## config.mk

```make
export PLATFORM = sky130hd
export DESIGN_NAME = bus_enable_sequencer
export DESIGN_NICKNAME = d
export VERILOG_FILES = /design/src/rtl/bus_enable_sequencer.sv
export SDC_FILE = /design/constraint.sdc
export NUM_CORES = 1
export LEC_CHECK = 0
export CAP_MARGIN = 30
export CORE_MARGIN = 5
export CORE_UTILIZATION = 40
export CTS_BUF_LIST = sky130_fd_sc_hd__clkbuf_4 sky130_fd_sc_hd__clkbuf_8
export CTS_CLUSTER_SIZE = 24
export DETAILED_ROUTE_END_ITERATION = 16
export DONT_BUFFER_PORTS = 1
export GPL_TIMING_DRIVEN = 0
export HOLD_SLACK_MARGIN = 0.1
export MAX_ROUTING_LAYER = met4
export PLACE_DENSITY = 0.62
export SLEW_MARGIN = 15
export SYNTH_ARGS = -nofsm -noshare
export SYNTH_HDL_FRONTEND = slang
export SYNTH_SLANG_ARGS = --single-unit
```

## constraint.sdc

```tcl
create_clock -name i_clk -period 5.2 [get_ports i_clk]
set_input_delay 1.56 -clock i_clk [delete_from_list [all_inputs] [get_ports i_clk]]
set_output_delay 1.56 -clock i_clk [all_outputs]
set_load 0.01 [all_outputs]
```

## src/rtl/bus_enable_sequencer.sv

```systemverilog
// Round-robin owner of the active-low enable vector for a shared tristate bus.
// It grants one source at a time, with break-before-make turnaround, and flags resolver disagreement.
module bus_enable_sequencer #(
  parameter int SOURCE_COUNT = 4,
  parameter int TURNAROUND   = 1,
  parameter int MAX_HOLD     = 0
) (
  input  logic                            i_clk,
  input  logic                            i_rst,
  input  logic [SOURCE_COUNT-1:0]         i_req,
  input  logic                            i_bus_noe,
  output logic [SOURCE_COUNT-1:0]         o_noe,
  output logic                            o_grant_valid,
  output logic [$clog2(SOURCE_COUNT)-1:0] o_grant_idx,
  output logic                            o_contention
);

  localparam int IW = $clog2(SOURCE_COUNT);
  localparam int TW = (TURNAROUND > 1) ? $clog2(TURNAROUND) : 1;
  localparam int HW = (MAX_HOLD > 1) ? $clog2(MAX_HOLD) : 1;

  localparam logic [TW-1:0] TURN_LAST = TW'(TURNAROUND - 1);
  localparam logic [HW-1:0] HOLD_LAST = (MAX_HOLD > 0) ? HW'(MAX_HOLD - 1) : '0;
  localparam logic [IW-1:0] PTR_RST   = IW'(SOURCE_COUNT - 1);

  typedef enum logic [1:0] {
    S_IDLE,
    S_GRANT,
    S_TURN
  } state_t;

  state_t                  r_state, w_state_nxt;
  logic [SOURCE_COUNT-1:0] r_noe, w_noe_nxt;
  logic                    r_valid, w_valid_nxt;
  logic [IW-1:0]           r_idx, w_idx_nxt;
  logic [IW-1:0]           r_ptr, w_ptr_nxt;
  logic [HW-1:0]           r_hold, w_hold_nxt;
  logic [TW-1:0]           r_turn, w_turn_nxt;
  logic                    r_contention;
  logic                    r_chk_en;

  logic                    w_found;
  logic [IW-1:0]           w_win;
  logic [IW-1:0]           w_cand;
  logic [SOURCE_COUNT-1:0] w_own;
  logic                    w_other;
  logic                    w_force;
  logic                    w_do_grant;
  logic                    w_do_release;

  // First requester strictly after the pointer, wrapping around.
  always_comb begin
    w_found = 1'b0;
    w_win   = '0;
    w_cand  = '0;
    for (int i = 1; i <= SOURCE_COUNT; i++) begin
      w_cand = IW'((int'(r_ptr) + i) % SOURCE_COUNT);
      if (!w_found && i_req[w_cand]) begin
        w_found = 1'b1;
        w_win   = w_cand;
      end
    end
  end

  always_comb begin
    w_own        = '0;
    w_own[r_idx] = 1'b1;
    w_other      = |(i_req & ~w_own);
    w_force      = (MAX_HOLD > 0) && (r_hold == HOLD_LAST) && w_other;
  end

  always_comb begin
    w_state_nxt  = r_state;
    w_noe_nxt    = r_noe;
    w_valid_nxt  = r_valid;
    w_idx_nxt    = r_idx;
    w_ptr_nxt    = r_ptr;
    w_hold_nxt   = r_hold;
    w_turn_nxt   = r_turn;
    w_do_grant   = 1'b0;
    w_do_release = 1'b0;

    case (r_state)
      S_IDLE: begin
        if (w_found) w_do_grant = 1'b1;
      end
      S_GRANT: begin
        if (!i_req[r_idx] || w_force) begin
          w_do_release = 1'b1;
        end else if (r_hold != HOLD_LAST) begin
          w_hold_nxt = r_hold + HW'(1);
        end
      end
      S_TURN: begin
        if (r_turn != '0) begin
          w_turn_nxt = r_turn - TW'(1);
        end else if (w_found) begin
          w_do_grant = 1'b1;
        end else begin
          w_state_nxt = S_IDLE;
        end
      end
      default: begin
        w_state_nxt = S_IDLE;
        w_noe_nxt   = '1;
        w_valid_nxt = 1'b0;
      end
    endcase

    // Releasing always lands in TURN, so the releasing source cannot win on the same edge.
    if (w_do_release) begin
      w_state_nxt = S_TURN;
      w_noe_nxt   = '1;
      w_valid_nxt = 1'b0;
      w_turn_nxt  = TURN_LAST;
    end

    if (w_do_grant) begin
      w_state_nxt        = S_GRANT;
      w_noe_nxt          = '1;
      w_noe_nxt[w_win]   = 1'b0;
      w_valid_nxt        = 1'b1;
      w_idx_nxt          = w_win;
      w_ptr_nxt          = w_win;
      w_hold_nxt         = '0;
    end
  end

  always_ff @(posedge i_clk) begin
    if (i_rst) begin
      r_state <= S_IDLE;
      r_noe   <= '1;
      r_valid <= 1'b0;
      r_idx   <= '0;
      r_ptr   <= PTR_RST;
      r_hold  <= '0;
      r_turn  <= '0;
    end else begin
      r_state <= w_state_nxt;
      r_noe   <= w_noe_nxt;
      r_valid <= w_valid_nxt;
      r_idx   <= w_idx_nxt;
      r_ptr   <= w_ptr_nxt;
      r_hold  <= w_hold_nxt;
      r_turn  <= w_turn_nxt;
    end
  end

  // Resolver must report exactly one driver while we grant, none otherwise.
  // The first edge out of reset is skipped so the resolver can settle.
  always_ff @(posedge i_clk) begin
    if (i_rst) begin
      r_contention <= 1'b0;
      r_chk_en     <= 1'b0;
    end else begin
      r_chk_en <= 1'b1;
      if (r_chk_en && (i_bus_noe != !r_valid)) r_contention <= 1'b1;
    end
  end

  assign o_noe         = r_noe;
  assign o_grant_valid = r_valid;
  assign o_grant_idx   = r_idx;
  assign o_contention  = r_contention;

endmodule

```

==> impl_metrics.yaml <==
status:
  outcome: "complete, no violations"
logic_synthesis:
  synth_edf_count: 0
  synth_top_cell_by_area: "dfxtp_1"
  synthAdderAreaFrac_pct: 0
  yosys-top-cells-area: "dfxtp_1, a21oi_1, mux4_1"
  synthTopCellsByCount: "dfxtp_1, nor2_1, a21oi_1, nand2_1, nor3_1"
  yosys.area_share.simple_pct: 20.93
  ys_types: 26
  synth_top_cell_area_share_pct: 45.81
  netlist_instances: 61
  synth_top_family_by_area: "compound AO/OA/AOI/OAI gates"
  synth_compound_area_share_pct: 21.81
  synth_nets: 68
  syn_area_per_cell_um2: 9.312
  async_reset_ff_share_pct: 0
  synth_warnings: 0
  yosys.cell_count.top_type: "dfxtp_1"
  synthMuxAreaShare_pct: 6.388
  syn-cell-area_um2: 568.0
  synthXorXnorAreaFrac_pct: 1.542
  yosys_register_bits: 13
  ys_seq_area_share_pct: 45.81
  ys.flop_type: "dfxtp_1"
cts:
  ctsHtreeMaxLevel: 1
  cts_buffers: 3
  ctsResizeCount: 0
  insertion_delay_ps: 280
  root_buffer: "clkbuf_4"
  cts_buffer_depth: 2
  cts_tree: "yes"
  cts.clk_slew.worst_paths_ps: 80
  post-cts-setup-buffers: 0
  cts_hold_buf: 0
  cts_sinks: 13
setup_path:
  critPathRequiredTime_ps: 5350
  crit_chain: "mux4_1, a22oi_1, o22ai_1"
  cp_max_fo: 5
  start_kind: "input port"
  end_kind: "flop"
  cp-startpoint: "i_req[2]"
  timing.rr.start: "o_grant_idx[1]"
  crit_type: "in -> reg"
  worstPathArrival_ps: 2660
  cp_slowest_stage_delay_ps: 540
  r2r_cells: 3
  crit_slowest_cell: "mux4_1"
power:
  combPwrFrac_pct: 16.9
  internal_power_mw: 0.1570
  power_density_nw_per_um2: 361.8
  power_frac_seq_pct: 54.8
  power_frac_clock_pct: 28.4
  vdd_drop_max_mv: 0.1578
  swShare_pct: 29.37
  p_sw_mw: 0.06528
  leakage_nw: 0.2353
timing:
  hold_violations: 0
  period_needed_ps: 2512
  finClkSkew_ps: 5.600
  rsz0062_at_grt: "no"
  finalSetupTns_ps: 0
  whs_ps: 466.5
  timing.fmax_ghz: 0.3981
  max_slew.worst_pin.slew_ps: 535.9
  drv_slew: 0
  relSlewSlack_pct: 63.94
  period_share_pct: 48.31
  setup_viol_count_final: 0
global_routing:
  grt_pass1_vias: 424
  grt_max_degree: 11
  grtUsageTotal_pct: 13.20
  antenna_found_initial: 0
  grt_pass1_wl_mm: 1.883
  grt_overflow: 0
hold_path:
  hold_start: "r_chk_en"
  min_path_type: "reg -> reg"
  hold_depth: 2
finish:
  fill_cells: 129
  utilization_pct: 46.63
  fin_area_um2: 614.3
  finalNetCount: 73
  antenna_cells: 0
  drive_gt1_share_pct: 15.38
  synthToLayoutAreaGrowth_pct: 8.150
floorplan:
  fp.dieW_um: 47.69
  die_h_um: 47.69
  start_util_pct: 43.11
  fp.dieArea_um2: 2274
  num_rows: 13
  fp.coreArea_um2: 1318
  pin_count: 15
detailed_routing:
  dr_total_vias: 466
  avgViaCountPerCell: 5.825
  wl_per_cell_um: 14.05
  drt_wl_total_mm: 1.124
  initialDrtViolationCount: 6
  drc: 0
  postRouteAntennaNets: 0
  dr.pass1.iters: 4
run:
  maxCapViolations: 0
placement:
  place_area_um2: 586.8
  globalplace.congestion: 0.8216
  dp_hpwl_um: 839.8
  io_buffers: 0
## layer usage
layer / up-vias / share of wire (%) / track usage, %
met3: 5 / 7.7 / 6.015
li1: 237 / - / -
met4: 0 / 3.6 / 11.29
met1: 212 / 44 / 14.71
met5: - / 0 / -
met2: 12 / 45 / 17.41
## registers in the layout (all words and copies together), names as in the netlist
signal	cells
o_grant_valid	1
r_ptr	2
o_grant_idx	2
o_noe	4
r_state	2
o_contention	1
r_chk_en	1
## worst paths after layout
path,to,slack (ps)
setup reg to reg,o_grant_valid,3450
hold reg to reg,o_contention,470
hold / removal,o_contention,470
setup / recovery,o_grant_valid,2690
## cells in the final DEF, fill, tap and decap left out
cell	count
a211oi_1	2
a21oi_1	6
a22oi_1	1
buf_2	1
clkbuf_1	1
clkbuf_4	3
clkinv_2	1
dfxtp_1	13
inv_1	3
mux2i_1	1
mux4_1	1
nand2_1	4
nand2b_1	2
nand3b_1	1
nor2_1	7
nor3_1	4
nor3b_1	1
nor4_1	1
o211ai_2	1
o21ai_1	1
o22a_2	2
o22ai_1	1
o31ai_1	1
o32a_1	2
or2_2	1
or3_1	1
or4_4	1
xnor2_1	1
## critical path: cells and delay by family
family / cells / cell delay (ps)
compound gates: 2 / 550
mux: 1 / 540
## cell families after synthesis
logic type                count (synthesis)
DFF                                      13
AOI/OAI and AO/OA                        17
xor gates and xnor gates                  1
muxes                                     2
and+or+nand+nor                          23
buffers and inverters                     5
## metrics by stage
| stage | setup WS, ps | total power, mW | std cells |
|---|---|---|---|
| 3_5_place_dp | 2392 | 0.1617 | 76 |
| 4_1_cts | 2718 | 0.2266 | 80 |
| 3_3_place_gp | 2392 | 0.1619 | 76 |
| 2_1_floorplan | 2488 | 0.1538 | 61 |
| 5_1_grt | 2589 | 0.2372 | 80 |
| 6_report | 2688 | 0.2222 | 80 |
## final cells by class
cell class / count / area (µm²) / share of cell area [%]
sequential: 13 / 260.3 / 42.36
inverter: 3 / 11.26 / 1.833
clock buffer: 3 / 22.52 / 3.666
buffer: 2 / 8.758 / 1.426
multi-input combinational: 43 / 287.8 / 46.84
tap: 15 / 18.77 / 3.055
clock inverter: 1 / 5.005 / 0.8147
## power by group through the flow
stage / registers [mW] / logic, mW / clock network [mW]
3_5_place_dp: 0.124 / 0.0374 / 0
5_1_grt: 0.123 / 0.0423 / 0.0715
3_3_place_gp: 0.124 / 0.0378 / 0
6_report: 0.122 / 0.0375 / 0.0631
2_1_floorplan: 0.122 / 0.0322 / 0
4_1_cts: 0.122 / 0.0377 / 0.0670
(Power assumes the default switching activity.)
